===== config.mk =====
export PLATFORM = sky130hd
export DESIGN_NAME = i2c_slave_write_receiver
export DESIGN_NICKNAME = d
export VERILOG_FILES = /design/src/rtl/i2c_slave_write_receiver.sv
export SDC_FILE = /design/constraint.sdc
export NUM_CORES = 1
export LEC_CHECK = 0
export CAP_MARGIN = 30
export CORE_MARGIN = 5
export CORE_UTILIZATION = 35
export DETAILED_ROUTE_END_ITERATION = 8
export PLACE_DENSITY = 0.53
export SLEW_MARGIN = 20
export SYNTH_ARGS = -nofsm -noshare
export SYNTH_HDL_FRONTEND = slang
export SYNTH_SLANG_ARGS = --single-unit

===== constraint.sdc =====
create_clock -name clock -period 3.9 [get_ports clock]
set_input_delay 0.39 -clock clock [delete_from_list [all_inputs] [get_ports clock]]
set_output_delay 0.39 -clock clock [all_outputs]
set_load 0.02 [all_outputs]

===== src/rtl/i2c_slave_write_receiver.sv =====
// rtl/i2c_slave_write_receiver.sv - I2C target receiving register writes (write-only, auto-increment)
module i2c_slave_write_receiver #(
  parameter logic [6:0] SLAVE_ADDRESS = 7'h50
) (
  input  logic       clock,
  input  logic       reset,
  input  logic       scl_in,
  input  logic       sda_in,
  output logic       sda_drive_low,
  output logic [7:0] reg_addr,
  output logic [7:0] reg_data,
  output logic       reg_write,
  output logic       busy,
  output logic [7:0] status
);

  typedef enum logic [2:0] {
    IDLE, ADDR, ADDR_ACK, REG, REG_ACK, DATA, DATA_ACK, IGNORE
  } state_t;

  state_t     state, state_next;
  logic       scl_meta, scl_sync, scl_prev;
  logic       sda_meta, sda_sync, sda_prev;
  logic       scl_rise, scl_fall, start_det, stop_det;
  logic [2:0] bit_cnt, bit_cnt_next;
  logic       bit_pending, bit_pending_next;
  logic [6:0] shift, shift_next;
  logic [7:0] byte_in;
  logic       sda_next, write_next, busy_next;
  logic [7:0] addr_next, data_next, status_next;
  logic       byte_state, abort;

  // Idle bus is high, so synchronizers reset to 1 to avoid a false edge after reset.
  always_ff @(posedge clock or posedge reset) begin
    if (reset) begin
      scl_meta <= 1'b1;
      scl_sync <= 1'b1;
      scl_prev <= 1'b1;
      sda_meta <= 1'b1;
      sda_sync <= 1'b1;
      sda_prev <= 1'b1;
    end else begin
      scl_meta <= scl_in;
      scl_sync <= scl_meta;
      scl_prev <= scl_sync;
      sda_meta <= sda_in;
      sda_sync <= sda_meta;
      sda_prev <= sda_sync;
    end
  end

  assign scl_rise  = scl_sync & ~scl_prev;
  assign scl_fall  = ~scl_sync & scl_prev;
  assign start_det = scl_sync & scl_prev & sda_prev & ~sda_sync;
  assign stop_det  = scl_sync & scl_prev & ~sda_prev & sda_sync;
  assign byte_in   = {shift, sda_sync};

  // The SCL pulse carrying START/STOP has already sampled a bit that never completes;
  // only bits closed by a falling edge count towards an abort.
  assign byte_state = (state == ADDR) || (state == REG) || (state == DATA);
  assign abort      = byte_state && (bit_cnt != {2'b00, bit_pending});

  always_ff @(posedge clock or posedge reset) begin
    if (reset) state <= IDLE;
    else       state <= state_next;
  end

  always_comb begin
    state_next       = state;
    bit_cnt_next     = bit_cnt;
    bit_pending_next = bit_pending;
    shift_next       = shift;
    sda_next         = sda_drive_low;
    addr_next        = reg_addr;
    data_next        = reg_data;
    write_next       = 1'b0;
    busy_next        = busy;
    status_next      = status;

    if (start_det) begin
      state_next       = ADDR;
      busy_next        = 1'b1;
      status_next      = abort ? 8'h10 : 8'h00;
      bit_cnt_next     = 3'd0;
      bit_pending_next = 1'b0;
      sda_next         = 1'b0;
    end else if (stop_det) begin
      state_next       = IDLE;
      busy_next        = 1'b0;
      status_next      = abort ? (status | 8'h10) : status;
      bit_cnt_next     = 3'd0;
      bit_pending_next = 1'b0;
      sda_next         = 1'b0;
    end else if (byte_state) begin
      if (scl_rise) begin
        shift_next       = byte_in[6:0];
        bit_pending_next = 1'b1;
        bit_cnt_next     = bit_cnt + 3'd1;
        if (bit_cnt == 3'd7) begin
          bit_cnt_next     = 3'd0;
          bit_pending_next = 1'b0;
          case (state)
            ADDR: begin
              if (byte_in[7:1] == SLAVE_ADDRESS && !byte_in[0]) begin
                state_next  = ADDR_ACK;
                status_next = status | 8'h01;
              end else begin
                state_next  = IGNORE;
                status_next = status | 8'h08;
              end
            end
            REG: begin
              addr_next   = byte_in;
              state_next  = REG_ACK;
              status_next = status | 8'h02;
            end
            default: begin
              data_next   = byte_in;
              write_next  = 1'b1;
              state_next  = DATA_ACK;
              status_next = status | 8'h04;
            end
          endcase
        end
      end else if (scl_fall) begin
        bit_pending_next = 1'b0;
      end
    end else if ((state == ADDR_ACK || state == REG_ACK || state == DATA_ACK) && scl_fall) begin
      // First fall ends bit 7 and starts the ACK; second fall ends the ACK clock.
      if (!sda_drive_low) begin
        sda_next = 1'b1;
      end else begin
        sda_next   = 1'b0;
        state_next = (state == ADDR_ACK) ? REG : DATA;
        if (state == DATA_ACK) addr_next = reg_addr + 8'd1;
      end
    end
  end

  always_ff @(posedge clock or posedge reset) begin
    if (reset) begin
      bit_cnt       <= 3'd0;
      bit_pending   <= 1'b0;
      shift         <= 7'd0;
      sda_drive_low <= 1'b0;
      reg_addr      <= 8'd0;
      reg_data      <= 8'd0;
      reg_write     <= 1'b0;
      busy          <= 1'b0;
      status        <= 8'd0;
    end else begin
      bit_cnt       <= bit_cnt_next;
      bit_pending   <= bit_pending_next;
      shift         <= shift_next;
      sda_drive_low <= sda_next;
      reg_addr      <= addr_next;
      reg_data      <= data_next;
      reg_write     <= write_next;
      busy          <= busy_next;
      status        <= status_next;
    end
  end

endmodule

## Word level (Yosys, flattened, before mapping)

Index checks and enable logic that the tools add are counted.

| storage, ports and cells | value |
|---|---|
| register bits | 47 |
| input port bits | 4 |
| output and inout port bits | 27 |
| logic and storage cells | 144 |

| cells by class | value |
|---|---|
| bitwise logic cells | 14 |
| equal/unequal tests | 19 |
| add/sub/neg operators | 2 |
| reductions and logical operators | 38 |
| mux-type cells | 50 |

Operator list:

| kind | count |
|---|---|
| $mux 8 | 12 |
| $mux 3 | 14 |
| $reduce_bool 2->1 | 11 |
| $mux 1 | 19 |
| $reduce_and 6->1 | 3 |
| $pmux 8 s2 | 1 |
| $reduce_and 7->1 | 2 |
| $eq 3x3->1 const B | 4 |
| $reduce_bool 4->1 | 3 |
| $mux 5 | 2 |
| $ne 2x2->1 const B | 5 |
| $reduce_bool 3->1 | 3 |
| $add 8x1->8 const B | 1 |
| $reduce_and 2->1 | 4 |
| $reduce_and 4->1 | 2 |
| $reduce_and 8->1 | 1 |
| $and 1x1->1 | 7 |
| $eq 7x7->1 const B | 1 |
| $not 1->1 | 7 |
| $eq 3x2->1 const B | 2 |
| $pmux 3 s2 | 1 |
| $logic_or 1x1->1 | 4 |
| $mux 4 | 1 |
| $ne 2x1->1 const B | 2 |
| other kinds (9) | 11 |

## Longest topological paths before layout

| logic depth | value |
|---|---|
| word-level depth | 9 |
| gate-level depth with buffers | 7 |

## Worst setup path after synthesis

OpenSTA, ideal clock, no wires.

| timing path | value |
|---|---|
| kind | reg-to-reg |
| from | register scl_sync |
| to | register shift[0] |
| required time | 3775 ps |
| path buffers | 1 |
| data arrival time | 1825 ps |
| cell stages (with the launch flop) | 7 |
| slack | 1950 ps |
| clock period less this slack | 1950 ps |
| path through | dfstp_2 -> ha_1 -> inv_1 -> nor2_2 -> or2_2 -> buf_2 -> mux2_2 |

| on the way | value |
|---|---|
| cells in the longest elaborated chain, start to end | 5 |

RTL lines:

| what | line | text |
|---|---|---|
| start: declaration | 22 | `logic scl_meta, scl_sync, scl_prev;` |
| start signal: assignment | 44 | `scl_sync <= scl_meta;` |
| $and 1x1->1 | 54, 55 |  |
| $and 1x1->1, on equally long branches (2 in a row) | 55, 54 |  |
| $not 1->1 (no source line) | -- |  |
| $reduce_and 4->1 (no source line) (*) | -- |  |
| end signal: assignment | 154 | `shift <= shift_next;` |
| end: declaration | 27 | `logic [6:0] shift, shift_next;` |

Mark *: on every way between the ends. The rest lies on a longest branch, timed or not.
A chain may end at the register's enable or synchronous reset.

## Worst setup path after layout

| timing path | value |
|---|---|
| from | register sda_sync |
| to | register reg_addr[0] |

| on the way | value |
|---|---|
| cells in the longest elaborated chain, start to end | 4 |

RTL lines:

| what | line | text |
|---|---|---|
| start: declaration | 23 | `logic sda_meta, sda_sync, sda_prev;` |
| start signal: assignment | 47 | `sda_sync <= sda_meta;` |
| $mux 8 / $not 1->1 (equally long branches) | 102, 54 |  |
| $mux 8 / $and 1x1->1 (equally long branches) | 99, 54 |  |
| $mux 8 / $not 1->1 (equally long branches) | -- |  |
| $mux 8 / $reduce_and 8->1 (equally long branches) | -- |  |
| end signal: assignment | 156 | `reg_addr <= addr_next;` |
| end: declaration | 10 | `output logic [7:0] reg_addr,` |

Several ways; a longest one is shown, not always the timed one. The select of a mux whose other input is x is not followed.

==> results.ini <==
[synth]
avgSynthCellArea_um2 = 10.9
netlist_area_um2 = 2160
synthCells = 198
synth_cell_types = 50
yosysWarningCount = 0
ys_ff_latch = 44
synth_edf_count = 0
synth.yosys.seq_area_share = 0.512
synthArstFlopShare = 1.00
synth-main-ff-cell = dfrtp_1

[critical_path]
r2r-start = sda_sync$_DFF_PP1_
critPathKind = flop to flop
cp_slowest_cell = dfstp_2
r2r-end = reg_addr[0]$_DFFE_PP0P_
start_kind = flop
crit_buf_inv = 0
worstPathCellList = xnor2_1, o221ai_1, or2_2, a211o_1
crit_fanout = 12
regToRegSetupSlack_ps = 1660
crit_family = compound AO/OA/AOI/OAI gates
crit_required_ps = 4080
arrival_ps = 2420
reg2reg_depth = 4
worstSetupEndpointType = flop
critPathMaxStageDelay_ps = 690

[worst_hold_path]
min_from = sda_meta$_DFF_PP1_
hold_depth = 0
hold_class = flop to flop
worstHoldEndpoint = sda_sync$_DFF_PP1_

[placed_design]
post-place-ws_ps = 1690
port_buffers = 27
dp_hpwl_um = 3240
gp_congestion = 0.815

[sta]
holdWs_ps = 359
hold_violations = 0
skew_ps = 7.33
drv_slew = 0
period_share = 0.574
rsz0062_at_grt = false
relSlewSlack = 0.403
fmax_ghz = 0.447
worstMarginPinSlew_ps = 895
tns_ps = 0
fin_ws_ps = 1660
setup_viol = 0
fin_crit_ps = 2240

[clock_tree]
clock_sinks = 44
h-tree-depth = 2
cts_made_buffers = 5
cts_root_buffer = clkbuf_8
ctsResizeCount = 0
insertion_delay_ps = 300
cts.path.max_buffers = 2
cts_tree = yes
cts_setup_buffers = 0
cts.reportedPaths.clkPinSlew_ps = 90
cts_hold_buf = 0

[cells_and_area]
drive_above_1_share = 0.165
multiInputGateArea_um2 = 973
num-nets-final = 233
n_antenna_cell = 0
regArea_um2 = 1110
area_growth_pct = 20.5
fillCellCount = 600

[global_route]
grt_max_degree = 45
grt_usage = 0.130
overflow = 0
grt_antenna_before_repair = 0
grt_pass1_wl_um = 8000
grt_pass1_vias = 1549

[die]
initial_core_util = 0.363
ios = 31
die_w_um = 88.6
core_um2 = 5960
die_h_um = 88.6
num_rows = 28
die_area_um2 = 7850

[route]
drc_errors = 0
via_per_inst = 5.33
wl_um = 4720
avgRoutedWirePerCell_um = 15.8
drt-initial-drc-count = 105
vias = 1595
drt.antenna.violating_nets = 0
dr.pass1.iters = 4

[job]
drv_cap = 0

[power_and_ir_drop]
irDropWorstVdd_mv = 0.265
p_leak_nw = 1.12
p_per_area_nw_per_um2 = 448

[status]
status = completed

[layout by cell type (no fill, tap or decap), drive strengths merged, types with 3 or more instances in the layout]
cell type	instances
dfrtp	38
clkdlybuf4s50	27
o21ai	15
mux2	15
a21oi	11
nand2	11
nor2	10
clkbuf	7
inv	6
a2bb2oi	6
ha	6
dfstp	6
a31oi	5
nor3	5
nand2b	3
o22ai	3
or3	3
nand3	3
conb	3
nor4	3
[cells in the mapped netlist (all sizes together), types with 3 or more instances]
cell type | n | area, µm²
dfrtp | 38 | 951
mux2 | 15 | 169
o21ai | 15 | 75.1
a21oi | 11 | 55.1
nand2 | 11 | 41.3
nor2 | 10 | 40.0
buf | 8 | 47.5
inv | 7 | 26.3
a2bb2oi | 6 | 52.6
dfstp | 6 | 158
ha | 6 | 75.1
a31oi | 5 | 31.3
nor3 | 5 | 25.0
clkbuf | 4 | 15.0
nand2b | 3 | 18.8
nand3 | 3 | 15.0
nor4 | 3 | 33.8
o22ai | 3 | 18.8
or3 | 3 | 18.8
[worst max-delay path by stage]
stage | slack, ps | startpoint | endpoint | depth (start not counted)
6_report | 1660 | sda_sync$_DFF_PP1_ | reg_addr[0]$_DFFE_PP0P_ | 4
3_3_place_gp | 1700 | sda_sync$_DFF_PP1_ | reg_addr[0]$_DFFE_PP0P_ | 4
2_1_floorplan | 1950 | scl_sync$_DFF_PP1_ | shift[0]$_DFFE_PP0P_ | 6
5_1_grt | 1410 | scl_sync$_DFF_PP1_ | reg_addr[6]$_DFFE_PP0P_ | 5
4_1_cts | 1650 | scl_sync$_DFF_PP1_ | reg_addr[6]$_DFFE_PP0P_ | 5
3_5_place_dp | 1690 | sda_sync$_DFF_PP1_ | reg_addr[0]$_DFFE_PP0P_ | 4
[power by group]
group / switching, mW / internal (mW)
sequential: 0.0762 / 0.515
clock: 0.159 / 0.226
combinational: 0.0996 / 0.0922
[metal layers]
layer | share of wire | global-route usage
met3 | 0.046 | 0.0298
met1 | 0.49 | 0.189
met5 | 0 | 0
met2 | 0.46 | 0.196
met4 | 0.011 | 0.0330
[flip-flops by register name (all words and copies together), names as in the netlist, 3 cells and up]
register and cells:
state 3, reg_data 8, shift 7, status 5, bit_cnt 3, reg_addr 8
[logic make-up after synthesis]
group	after synthesis	synth area share
other	1	0.00173
DFF	44	0.512
AOI/OAI and AO/OA	56	0.175
and+or+nand+nor	53	0.139
adders and majority gates	6	0.0347
xor gates and xnor gates	2	0.00810
muxes	17	0.0873
buffers and inverters	19	0.0411
[final cells by class]
cell class	instances	area share
flip-flops and latches	44	0.425
multi-input cells	137	0.373
repair buffers	28	0.107
clock buffers	7	0.0370
well taps	75	0.0360
clock inverters	1	0.0115
inverters	7	0.0101
[per-stage QoR]
step	std cells	instance area, µm²	power (mW)	utilization
2_1_floorplan	200	2170	0.730	-
3_3_place_gp	291	2480	0.794	0.416
3_5_place_dp	291	2480	0.796	0.416
4_1_cts	299	2610	1.18	0.438
5_1_grt	299	2610	1.23	0.438
6_report	299	2610	1.17	0.438
No activity file was read; power rests on OpenSTA's default activity.
